## src/rtl/param_updown_counter_if.sv

```systemverilog
// Bus bundle for param_updown_counter: control/data inputs and count/status outputs.
// The master side (consumer or bench) drives the controls; the slave side is the counter.
interface param_updown_counter_if #(
    parameter int WIDTH      = 8,
    parameter int STEP_WIDTH = 4
) ();
    logic                  clear;
    logic                  load;
    logic [WIDTH-1:0]      d;
    logic                  en;
    logic                  up_down;
    logic [STEP_WIDTH-1:0] step;
    logic [WIDTH-1:0]      q;
    logic                  wrap;
    logic                  sat;
    logic                  at_max;
    logic                  at_zero;

    modport master (
        output clear, load, d, en, up_down, step,
        input  q, wrap, sat, at_max, at_zero
    );

    modport slave (
        input  clear, load, d, en, up_down, step,
        output q, wrap, sat, at_max, at_zero
    );
endinterface

```

## src/rtl/param_updown_counter.sv

```systemverilog
// Parametrised up/down counter with programmable modulus, variable step,
// wrap-or-saturate boundary handling and boundary status outputs.
// Update priority: reset > clear > load > count enable > hold.
module param_updown_counter #(
    parameter int WIDTH      = 8,
    parameter int MAX_VAL    = 255,
    parameter bit SATURATE   = 1'b0,
    parameter int STEP_WIDTH = 4,
    parameter int RESET_VAL  = 0
) (
    input logic                  clk,
    input logic                  rst_n,
    param_updown_counter_if.slave bus
);

    // One extra bit over the wider of count/step so q + s and q + (MAX_VAL+1)
    // never overflow the intermediate arithmetic.
    localparam int AW = ((WIDTH > STEP_WIDTH) ? WIDTH : STEP_WIDTH) + 1;
    localparam logic [AW-1:0]    MAX_EXT   = AW'(MAX_VAL);
    localparam logic [AW-1:0]    MOD_EXT   = AW'(MAX_VAL) + AW'(1);
    localparam logic [WIDTH-1:0] MAX_Q     = WIDTH'(MAX_VAL);
    localparam logic [WIDTH-1:0] RESET_Q   = WIDTH'(RESET_VAL);

    logic [WIDTH-1:0] q_r;
    logic             wrap_r;
    logic             sat_r;

    logic [AW-1:0]    q_ext;
    logic [AW-1:0]    step_ext;
    logic [AW-1:0]    s_eff;
    logic [AW-1:0]    d_ext;
    logic [AW-1:0]    up_sum;

    logic [WIDTH-1:0] load_val;
    logic             load_clamp;
    logic [WIDTH-1:0] count_val;
    logic             count_wrap;
    logic             count_sat;

    // Widen operands, clamp the step to the modulus and clamp the load value.
    always_comb begin
        q_ext      = AW'(q_r);
        step_ext   = AW'(bus.step);
        d_ext      = AW'(bus.d);
        s_eff      = (step_ext > MAX_EXT) ? MAX_EXT : step_ext;
        up_sum     = q_ext + s_eff;
        load_clamp = (d_ext > MAX_EXT);
        load_val   = load_clamp ? MAX_Q : bus.d;
    end

    // Next count for an enabled cycle, with boundary wrap or clamp.
    always_comb begin
        count_val  = q_r;
        count_wrap = 1'b0;
        count_sat  = 1'b0;
        if (bus.up_down) begin
            if (up_sum <= MAX_EXT) begin
                count_val = WIDTH'(up_sum);
            end else if (SATURATE) begin
                count_val = MAX_Q;
                count_sat = 1'b1;
            end else begin
                count_val  = WIDTH'(up_sum - MOD_EXT);
                count_wrap = 1'b1;
            end
        end else begin
            if (s_eff <= q_ext) begin
                count_val = WIDTH'(q_ext - s_eff);
            end else if (SATURATE) begin
                count_val = '0;
                count_sat = 1'b1;
            end else begin
                count_val  = WIDTH'(q_ext + MOD_EXT - s_eff);
                count_wrap = 1'b1;
            end
        end
    end

    // Count register and one-cycle status pulses, applied in priority order.
    always_ff @(posedge clk) begin
        if (!rst_n) begin
            q_r    <= RESET_Q;
            wrap_r <= 1'b0;
            sat_r  <= 1'b0;
        end else if (bus.clear) begin
            q_r    <= '0;
            wrap_r <= 1'b0;
            sat_r  <= 1'b0;
        end else if (bus.load) begin
            q_r    <= load_val;
            wrap_r <= 1'b0;
            sat_r  <= load_clamp;
        end else if (bus.en) begin
            q_r    <= count_val;
            wrap_r <= count_wrap;
            sat_r  <= count_sat;
        end else begin
            wrap_r <= 1'b0;
            sat_r  <= 1'b0;
        end
    end

    // Outputs: registered count and pulses, combinational boundary flags.
    always_comb begin
        bus.q       = q_r;
        bus.wrap    = wrap_r;
        bus.sat     = sat_r;
        bus.at_max  = (q_r == MAX_Q);
        bus.at_zero = (q_r == '0);
    end

endmodule
```

## src/flat_wrapper.sv

```systemverilog
// flat-port wrapper written by rule: the top's interface ports become plain ports
module param_updown_counter_flat 
#(
    parameter int WIDTH      = 8,
    parameter int MAX_VAL    = 255,
    parameter bit SATURATE   = 1'b0,
    parameter int STEP_WIDTH = 4,
    parameter int RESET_VAL  = 0
)
  (clk, rst_n, bus_clear, bus_load, bus_d, bus_en, bus_up_down, bus_step, bus_q, bus_wrap, bus_sat, bus_at_max, bus_at_zero);
  param_updown_counter_if #(.WIDTH(WIDTH), .STEP_WIDTH(STEP_WIDTH)) bus_i ();
  input logic clk;
  input logic rst_n;
  input wire logic [$bits(bus_i.clear)-1:0] bus_clear;
  input wire logic [$bits(bus_i.load)-1:0] bus_load;
  input wire logic [$bits(bus_i.d)-1:0] bus_d;
  input wire logic [$bits(bus_i.en)-1:0] bus_en;
  input wire logic [$bits(bus_i.up_down)-1:0] bus_up_down;
  input wire logic [$bits(bus_i.step)-1:0] bus_step;
  output wire logic [$bits(bus_i.q)-1:0] bus_q;
  output wire logic [$bits(bus_i.wrap)-1:0] bus_wrap;
  output wire logic [$bits(bus_i.sat)-1:0] bus_sat;
  output wire logic [$bits(bus_i.at_max)-1:0] bus_at_max;
  output wire logic [$bits(bus_i.at_zero)-1:0] bus_at_zero;
  assign bus_i.clear = bus_clear;
  assign bus_i.load = bus_load;
  assign bus_i.d = bus_d;
  assign bus_i.en = bus_en;
  assign bus_i.up_down = bus_up_down;
  assign bus_i.step = bus_step;
  assign bus_q = bus_i.q;
  assign bus_wrap = bus_i.wrap;
  assign bus_sat = bus_i.sat;
  assign bus_at_max = bus_i.at_max;
  assign bus_at_zero = bus_i.at_zero;
  param_updown_counter #(.WIDTH(WIDTH), .MAX_VAL(MAX_VAL), .SATURATE(SATURATE), .STEP_WIDTH(STEP_WIDTH), .RESET_VAL(RESET_VAL)) u_core (.clk(clk), .rst_n(rst_n), .bus(bus_i));
endmodule
```

## config.mk

```make
export PLATFORM = sky130hd
export DESIGN_NAME = param_updown_counter_flat
export DESIGN_NICKNAME = d
export VERILOG_FILES = /design/src/rtl/param_updown_counter_if.sv /design/src/rtl/param_updown_counter.sv /design/src/flat_wrapper.sv
export SDC_FILE = /design/constraint.sdc
export NUM_CORES = 1
export LEC_CHECK = 0
export BUFFER_PORTS_ARGS = -buffer_cell sky130_fd_sc_hd__buf_2
export CAP_MARGIN = 20
export CORE_MARGIN = 8
export CORE_UTILIZATION = 53
export CTS_CLUSTER_DIAMETER = 50
export DETAILED_ROUTE_END_ITERATION = 8
export PLACE_DENSITY = 0.91
export SLEW_MARGIN = 20
export SYNTH_ARGS = -nofsm -noshare
export SYNTH_HDL_FRONTEND = slang
export SYNTH_SLANG_ARGS = --single-unit
```

## constraint.sdc

```tcl
create_clock -name clk -period 6 [get_ports clk]
set_input_delay 1.2 -clock clk [delete_from_list [all_inputs] [get_ports clk]]
set_output_delay 1.2 -clock clk [all_outputs]
set_load 0.02 [all_outputs]
```

# After elaboration in Yosys (flattened, before gate mapping)
# Index checks and enable logic that the tools add are counted.
[op_classes]
mux = 8
magnitude_cmp = 2
add_sub_neg = 5
reduce_logical = 4
bitwise = 2
eq_ne = 1
[ops]
columns = ["cell", "n"]
rows = [
  ["2-to-1 mux 8 bit", 5],
  ["subtractor 8 x 4 -> 8 bit", 2],
  ["adder 8 x 4 -> 9 bit", 1],
  ["less-or-equal comparator 9 x 8 -> 1 bit, second input constant", 1],
  ["adder 8 x 1 -> 8 bit, second input constant", 1],
  ["== test 8 bit, second input constant", 1],
  ["less-or-equal comparator 4 x 8 -> 1 bit", 1],
  ["logical NOT 8 bit", 1],
  ["subtractor 8 x 1 -> 8 bit, second input constant", 1],
  ["OR reduction 4 bit", 1],
  ["2-to-1 mux 1 bit", 3],
  ["inverter 1 bit", 2],
  ["nonzero test 2 bit", 1],
  ["OR reduction 2 bit", 1],
]
[totals]
output_inout_bits = 12
ff_bits = 9
inputBits = 18
elab_cells = 24

# Depth between registers and ports, before layout
# Gate-level depths: netlist of the first run.
[logic_depth]
depth_word = 6
ltp_mapped = 8
ltp_nobuf = 8

# Worst setup path after synthesis of the first run
# OpenSTA, ideal clock, no wires.
[synth_timing]
path_kind = "input to register"
startpoint = "in bus_step[2]"
endpoint = "reg u_core.q_r[7] (netlist: u_core.bus.q[7])"
stages = 8
required_ps = 5878
arrival_time_ps = 2712
path_slack_ps = 3166
setup_ps = 122
n_path_buf = 1
cell_sequence = "inv_1 -> ha_1 -> buf_6 -> nor3b_4 -> nor4_1 -> or3b_4 -> and3_1 -> a311o_1"
[synth_via]
elab_chain_cells = 6
word_cells_on_any_way = 11
cone_classes = "add/sub (4); order compare (2); mux (5)"
[synth_lines]
columns = ["item", "line", "source"]
rows = [
  ["start: declaration", "flat_wrapper.sv:19", "input wire logic [$bits(bus_i.step)-1:0] bus_step;"],
  ["adder 8 x 4 -> 9 bit", "param_updown_counter.sv:46", "up_sum = q_ext + s_eff;"],
  ["subtractor 8 x 1 -> 8 bit / less-or-equal comparator 9 x 8 -> 1 bit (equally long branches)", "param_updown_counter.sv:63, param_updown_counter.sv:57", ""],
  ["2-to-1 mux 8 bit", "param_updown_counter.sv:57", "if (up_sum <= MAX_EXT) begin"],
  ["2-to-1 mux 8 bit (*)", "param_updown_counter.sv:56", "if (bus.up_down) begin"],
  ["2-to-1 mux 8 bit (*)", "param_updown_counter.sv:93", "end else if (bus.en) begin"],
  ["2-to-1 mux 8 bit (*)", "param_updown_counter.sv:89", "end else if (bus.load) begin"],
  ["end signal: assignment", "param_updown_counter.sv:90", "q_r <= load_val;"],
  ["end signal: assignment", "param_updown_counter.sv:94", "q_r <= count_val;"],
  ["end: declaration", "param_updown_counter.sv:24", "logic [WIDTH-1:0] q_r;"],
]
# Mark *: on every way between the ends. The rest lies on a longest branch, timed or not. The select of a mux whose other input is x is not followed.
# A chain may end at the register's enable or synchronous reset.

# Final worst setup path of the first run
[layout_timing]
startpoint = "in bus_step[3]"
endpoint = "reg u_core.q_r[7] (netlist: u_core.bus.q[7])"
# Same word-level chain as after synthesis.

==> metrics, run 1 <==
final layout net count 164; Post-CTS Hold Buffers 0; post-synthesis cell type count 45; most frequent cells in the layout 28 x buf_2, 9 x dfxtp_1, 8 x nor2_1, 8 x a21oi_1, 8 x ha_1; max cap viols 0; Cells after Synth 109; Post-CTS Setup Inserts 0; htree depth 1; worst vdd ir 0.127 mV; final instance area 1060 µm²; Min-Delay Path Class flip-flop to flip-flop; Final Non-Filler Cells 152; I/O pin count 30; vias per cell 6.17; Crit-path slowest cell a211oi_1; Clock Skew 0.00957 ns; Num CTS Buffers 3; Worst-Margin Slew 0.506 ns; CP Capture Type flip-flop; CORE AREA 1670 µm²; CTS root buffer clkbuf_4; Initial DRC Count 55; Post-synth EDFFs 0; placed wire-length estimate 1930 µm; Die X 57.5 µm; Rows 15; GRT overflow 0; Critical Path AT 3.00 ns; Detailed Routing Iterations Pass 1 5; Post-Place Cell Area 1030 µm²; commonest non-fill, non-tap cell in the layout buf_2; DR WL/cell 16.3 µm; status finished, final reports clean; clock-pin slew on the worst setup and hold paths 0.07 ns; CP cell instances buf_2, inv_1, ha_1, a211oi_1, nand2_1, or3_4, and3_1, a311o_1; CP endpoint u_core.bus.q[7]; FF/Latch Area 180 µm²; power per cell area 164 nW/µm²; vias post-DR 938; setup TNS 0 ns; Synth Net Count 137; r2r startpoint u_core.bus.q[3]; number of buffers added on ports 28; initial core utilization 0.547; R2R depth 6; Largest stage delay, worst path 0.39 ns; period utilization 0.475; share of cells above drive strength 1 0.259; Final min period 2.85 ns; die height 57.5 µm; final hold vios 0; Startpoint Class input pin; placed cells 148; register area share after synthesis 0.197; vias in the first global route 878; initial antenna violation count 0; largest net degree at the start of global routing 17; flop-to-flop setup slack 3.77 ns; fraction of registers with async set/reset 0; Syn Std Cell Area 913 µm²; leak pwr 0.521 nW; Yosys warnings 0; final WL 2480 µm; Required @ worst endpoint 6.15 ns; number of diodes 0; RR Endpoint u_core.bus.q[7]; FILL cells 146; Worst setup startpoint bus_step[3]; maximum clock insertion buffer count 2; Area Overhead vs Synth 16.0%; Slew HR 0.662; RSZ-0062 raised after global routing false; fmax 351 MHz; CTS Sinks 9; Final Max Tran Viols 0; FF+latch count, synth 9; CTS resizes 0; Synth Area per Inst 8.38 µm²; Pwr Total 0.000174 W; GP Congestion 0.874; CP Class input pin to flip-flop; count of final setup violators 0; die footprint 3310 µm²; DRC 0; multi-input logic area 666 µm²; Top FF cell, synth dfxtp_1; Crit Path Max Fanout 6; gr usage total 0.151; Clock Latency Late Sink 0.26 ns; CTS tree yes; hold path cells 2; first-pass GRT wire length 4040 µm; Routed Antenna Nets 0
[power by group]
group	total (W)	switching (W)	internal, W
logic	0.0000596	0.0000353	0.0000243
clock network	0.0000474	0.0000218	0.0000256
registers	0.0000671	0.00000455	0.0000625
[worst min-delay path by stage]
stage	startpoint	to	slack (ns)
after floorplan	u_core.bus.q[3]	u_core.bus.q[3]	0.69
after global placement	u_core.bus.q[6]	u_core.bus.q[6]	0.65
after detailed placement	u_core.bus.q[6]	u_core.bus.q[6]	0.65
after CTS	u_core.bus.q[4]	u_core.bus.q[4]	0.68
after global routing	u_core.bus.q[3]	u_core.bus.q[3]	0.73
final	u_core.bus.q[4]	u_core.bus.q[4]	0.68
[stage by stage]
stage	util	setup slack [ns]	hold WS, ns
finish	0.634	3.15	0.684
global route	0.634	3.09	0.735
CTS	0.634	3.19	0.679
detailed placement	0.619	2.92	0.648
global placement	0.619	2.98	0.645
floorplan	-	3.17	0.691
[critical path: cells and delay by family]
| kind | cells | cell delay (ns) |
|---|---|---|
| and+or+nand+nor | 3 | 0.67 |
| adders and majority gates | 1 | 0.34 |
| AOI/OAI and AO/OA | 2 | 0.65 |
| buffers and inverters | 2 | 0.13 |
[logic make-up (layout without fill, tap and decap cells)]
family / count (synthesis) / count (layout) / synth area share
compound gates: 28 / 28 / 0.233
xor+xnor: 2 / 2 / 0.0192
fa+ha+maj: 10 / 10 / 0.153
buf+inv: 13 / 39 / 0.0740
flops: 9 / 9 / 0.197
mux: 2 / 2 / 0.0219
other cells: 1 / 1 / 0.00411
simple gates: 44 / 44 / 0.297
[flip-flops by register name, summed over array words and instances, names as in the netlist]
register	cells
u_core.bus.q	8
u_core.bus.wrap	1
[synth_stat cells, types with 2 or more instances]
cell type	number	share of area
mux2i_1	2	0.022
dfxtp_1	9	0.20
nor2b_1	2	0.014
o21ai_0	4	0.022
or3_1	2	0.014
buf_6	2	0.025
a211oi_1	4	0.033
nand2_1	4	0.016
a21oi_1	8	0.044
inv_1	7	0.029
nand3_1	3	0.016
fa_1	2	0.044
nor4_1	2	0.014
nor2_1	8	0.033
ha_1	8	0.11
clkbuf_1	3	0.012
nand2b_1	3	0.021
and3_1	7	0.048
nor3_1	2	0.011
nor4b_1	2	0.019
[metal layers]
metal | part of all wire | track usage | vias up
met2 | 0.50 | 0.254 | 39
met4 | 0.027 | 0.0821 | 0
met3 | 0.065 | 0.0291 | 8
met5 | 0 | 0 | -
met1 | 0.41 | 0.174 | 437
li1 | - | - | 454
[final cells by class]
type,instances,area share
Clock buffer,4,0.0248
Inverter,7,0.0248
Multi-Input combinational cell,87,0.628
Sequential cell,9,0.170
Tap cell,17,0.0201
Timing Repair Buffer,28,0.132
Power figures use the tool's default switching activity.
==> run 2, diff against run 1 <==
ABC_AREA = 1   (was default)
CORE_UTILIZATION = 46   (was 53)
PLACE_DENSITY = 0.83   (was 0.91)
clock period = 2.3 ns   (was 6 ns; I/O delays follow)
==> run 2 against run 1 <==
Critical path depth decreased by 4. Non-clock buffer count did not move. Sequential power grew to 2.6 times the previous value. Via count rose by 22%. Clock skew down 0.0086 ns. Largest cell class unchanged.
==> metrics, run 2 <==
status finished, final reports clean; Top FF cell, synth dfxtp_1; post-synthesis cell type count 26; Die X 63.0 µm; combinational share of power 0.358; FF/Latch Area 180 µm²; Final Max Tran Viols 0; Routed Antenna Nets 0; Num CTS Buffers 3; Switching Fraction 0.372; gr usage total 0.138; most numerous cell in the Yosys netlist nand2_1; RSZ-0062 raised after global routing false; CP Class flip-flop to output port; vias post-DR 1,143; Critical Path AT 1.43 ns; switching power 0.000173 W; Post-CTS Setup Inserts 0; I/O pin count 30; most frequent cells in the layout 54 x nand2_1, 28 x buf_2, 22 x inv_1; Final Non-Filler Cells 223; Min-Delay Path Class input pin to flip-flop; register area share after synthesis 0.178; most frequent cells after synthesis 54 x nand2_1, 22 x inv_1, 19 x nand3_1, 13 x nor2_1, 9 x dfxtp_1; Required @ worst endpoint 1.84 ns; CTS resizes 0; Crit Path Max Fanout 10; Power Internal 0.000292 W; final layout net count 224; max cap viols 0; setup TNS 0 ns; Synth Area per Inst 6.04 µm²; placed cells 219; Yosys warnings 0; Initial DRC Count 44; Area Overhead vs Synth 16.3%; fraction of registers with async set/reset 0; vias in the first global route 1,071; FF+latch count, synth 9; fmax 529 MHz; GRT overflow 0; final hold vios 0; final WL 2630 µm; largest net degree at the start of global routing 11; CP Capture Type output port; Startpoint Class flip-flop; CTS Sinks 9; Detailed Routing Iterations Pass 1 4; placed wire-length estimate 2200 µm; CTS tree yes; Clock Skew 0.000955 ns; share of cells above drive strength 1 0.195; FILL cells 232; first-pass GRT wire length 4660 µm; synth top area cells nand2_1 20%, dfxtp_1 18%, ha_1 9.9%, nand3_1 9.4%, inv_1 8.1%; Post-synth EDFFs 0; Yosys top cell by area nand2_1; number of buffers added on ports 28; die footprint 3960 µm²; Largest register FFs 8; die height 63.0 µm; GP Congestion 0.906; Synth top area share 0.200; power per cell area 394 nW/µm²; DR WL/cell 11.8 µm; Sequential Power Share 0.376; maximum clock insertion buffer count 2; Rows 17; vias per cell 5.13; initial antenna violation count 0; initial core utilization 0.472; clock-pin slew on the worst setup and hold paths 0.06 ns; commonest non-fill, non-tap cell in the layout nand2_1; Clock Power Share 0.266; Synth Net Count 196; multi-input logic area 703 µm²; Post-CTS Hold Buffers 0; number of diodes 0; worst vdd ir 0.356 mV; count of final setup violators 0; Cells after Synth 168; Final min period 1.89 ns; CORE AREA 2150 µm²; CTS root buffer clkbuf_4; htree depth 1; Syn Std Cell Area 1010 µm²; Clock Latency Late Sink 0.26 ns; leak pwr 0.663 nW; period utilization 0.821; DRC 0
## run 2: cell count changes after synthesis, sizes merged, moves of 4 or more
cell | before | now
nand2 | 4 | 54
nand3 | 3 | 20
inv | 7 | 23
and3 | 7 | 0
nor2 | 8 | 14
a22oi | 0 | 4
## run 2: area by class of cell
cell class / count / share of cell area
Clock buffer: 4 / 0.0223
Inverter: 24 / 0.0806
Multi-Input combinational cell: 130 / 0.596
Sequential cell: 9 / 0.153
Tap cell: 28 / 0.0297
Timing Repair Buffer: 28 / 0.119
## run 2: final timing paths
path / start / end / slack (ns) / cells past startpoint
min: bus_clear / u_core.bus.q[0] / 0.46 / 4
max: u_core.bus.q[4] / bus_at_zero / 0.41 / 4
min reg2reg: u_core.bus.q[6] / u_core.bus.q[6] / 0.51 / 2
max reg2reg: u_core.bus.q[0] / u_core.bus.q[4] / 0.48 / 10
## run 2: power by group through the flow
stage,logic [W],clock network [W],registers (W)
finish,0.000166,0.000123,0.000175
global route,0.000190,0.000138,0.000176
CTS,0.000167,0.000126,0.000175
detailed placement,0.000167,0,0.000178
global placement,0.000165,0,0.000178
floorplan,0.000118,0,0.000182
## run 2: routing by layer
metal,vias up,GRT usage,routed length (µm)
met2,34,0.227,1240
li1,602,-,-
met4,0,0.0370,0
met5,-,0,0
met1,507,0.161,1210
met3,0,0.0573,183
## run 2: through the flow
stage	hold WS [ns]	area (µm²)	utilization	total power (W)	worst slack, ns
2_1_floorplan	0.576	1010	-	0.000299	0.407
3_3_place_gp	0.513	1150	0.537	0.000343	0.404
3_5_place_dp	0.509	1150	0.537	0.000345	0.401
4_1_cts	0.459	1180	0.549	0.000468	0.415
5_1_grt	0.454	1180	0.549	0.000504	0.248
6_report	0.464	1180	0.549	0.000464	0.411
## run 2: critical path, stage by stage, from the launching register on
cell     delay, ns
dfxtp_1       0.42
nor2_1        0.23
nand3_1       0.13
nor4_1        0.18
buf_2         0.21
## run 2: cells by family after synthesis
| group | count (synthesis) | share of synthesized area |
|---|---|---|
| compound gates | 21 | 0.129 |
| xor+xnor | 2 | 0.0173 |
| fa+ha+maj | 10 | 0.138 |
| buf+inv | 29 | 0.129 |
| flops | 9 | 0.178 |
| other cells | 1 | 0.00370 |
| simple gates | 96 | 0.404 |
==> run 3, diff against run 2 <==
CORE_UTILIZATION = 51   (was 46)
PLACE_DENSITY = 0.87   (was 0.83)
clock period = 1.8 ns   (was 2.3 ns; I/O delays follow)
==> run 3 against run 2 <==
Cell area up 3.7%. Global-route usage increased by 2.4 points. Final cell count increased by 0.90%. Power up 32%. Core utilization up 8.8 points. Clock skew increased by 0.0036 ns. Die area down 7.4%. Worst hold slack got worse by 0.10 ns. Sequential power grew 26%. Clock-buffer cell count did not move. Sequential cell count did not move. Critical path type is now flip-flop to flip-flop. Critical endpoint is now u_core.bus.q[4]. Largest power group is now combinational cells. Highest routed layer is now met4.
==> metrics, run 3 (synthesized netlist as in run 2, its figures left out) <==
worst vdd ir 0.529 mV; commonest non-fill, non-tap cell in the layout nand2_1; maximum clock insertion buffer count 2; Final min period 1.72 ns; Core Util, Final 0.637; Routed Antenna Nets 0; Startpoint Class flip-flop; leak pwr 0.681 nW; Area Overhead vs Synth 20.6%; placed wire-length estimate 2330 µm; final layout net count 227; period utilization 0.957; Crit Path Max Fanout 4; CP Capture Type flip-flop; initial antenna violation count 0; worst hold slack 0.362 ns; number of diodes 0; Clock Latency Late Sink 0.26 ns; Worst-Margin Slew 0.526 ns; share of cells above drive strength 1 0.247; power per cell area 501 nW/µm²; die height 60.6 µm; FILL cells 210; final WL 2880 µm; GRT overflow 0; max cap viols 0; most frequent cells in the layout 54 x nand2_1, 28 x buf_2, 22 x inv_1; status finished, final reports clean; Slew HR 0.648; dpl ws -0.000278 ns; DR WL/cell 12.8 µm; count of final setup violators 0; first-pass GRT wire length 4650 µm; clock-pin slew on the worst setup and hold paths 0.06 ns; largest net degree at the start of global routing 11; CTS tree yes; Die X 60.6 µm; number of buffers added on ports 28; Min-Delay Path Class input pin to flip-flop; Num CTS Buffers 3; DRC 0; gr usage total 0.163; Rows 16; vias post-DR 1,221; die footprint 3670 µm²; Initial DRC Count 25; Final Max Tran Viols 0; vias in the first global route 1,183; CORE AREA 1920 µm²; final hold vios 0; Clock Skew 0.00455 ns; CTS root buffer clkbuf_4; Critical Path AT 1.86 ns; Post-CTS Setup Inserts 0; CP Class flip-flop to flip-flop; setup ws final 0.0783 ns; Largest register FFs 8; CTS Sinks 9; htree depth 1; vias per cell 5.43; fmax 581 MHz; GP Congestion 0.948; Required @ worst endpoint 1.94 ns; initial core utilization 0.528; Detailed Routing Iterations Pass 1 4; I/O pin count 30
-- run 3: stage by stage --
stage	instances	power (W)	setup TNS [ns]	instance area (µm²)
CTS	225	0.000611	0	1200
finish	225	0.000614	0	1220
global placement	221	0.000441	0	1180
detailed placement	221	0.000450	-0.000278	1180
global route	225	0.000657	-0.00210	1220
floorplan	168	0.000383	0	1020
-- run 3: per-layer routing --
layer	wire length (µm)	global-route usage	up-vias
met5	0	0	-
met4	66	0.0864	0
met3	256	0.0508	6
met2	1360	0.265	55
met1	1200	0.184	553
li1	-	-	607
-- run 3: path summary, 6_finish.rpt --
kind	startpoint	to	slack, ns	cells past startpoint
max	u_core.bus.q[0]	u_core.bus.q[4]	0.08	9
min	bus_d[1]	u_core.bus.q[1]	0.36	3
max reg2reg	u_core.bus.q[0]	u_core.bus.q[4]	0.08	9
min reg2reg	u_core.bus.q[6]	u_core.bus.q[6]	0.52	2
-- run 3: worst max-delay path: stages (launching register included) --
cell and delay, ns:
dfxtp_4 0.36, ha_1 0.24, fa_1 0.42, nand2_1 0.10, nand3_2 0.08, nand2_1 0.07
nand2_1 0.06, xor2_1 0.14, nand2_1 0.06, a21oi_1 0.05
-- run 3: timing repair --
item	CTS	global route
endpoints found under the hold margin	0	0
endpoints found under the setup margin	1	4
pin swaps	0	0
cloned	0	0
hold buffers	0	0
gates resized for setup	1	7
-- run 3: report_power, final --
| part | leakage (nW) | switching (W) | internal (W) |
|---|---|---|---|
| logic | 0.590 | 0.000145 | 0.0000877 |
| registers | 0.0750 | 0.0000133 | 0.000207 |
| clock network | 0.0150 | 0.0000747 | 0.0000856 |
-- run 3: cell type report --
class,count,area (µm²),area share
Multi-Input combinational cell,130,719,0.588
Sequential cell,9,186,0.152
Clock buffer,4,26.3,0.0215
Tap cell,27,33.8,0.0276
Inverter,24,95.1,0.0777
Timing Repair Buffer,31,163,0.133
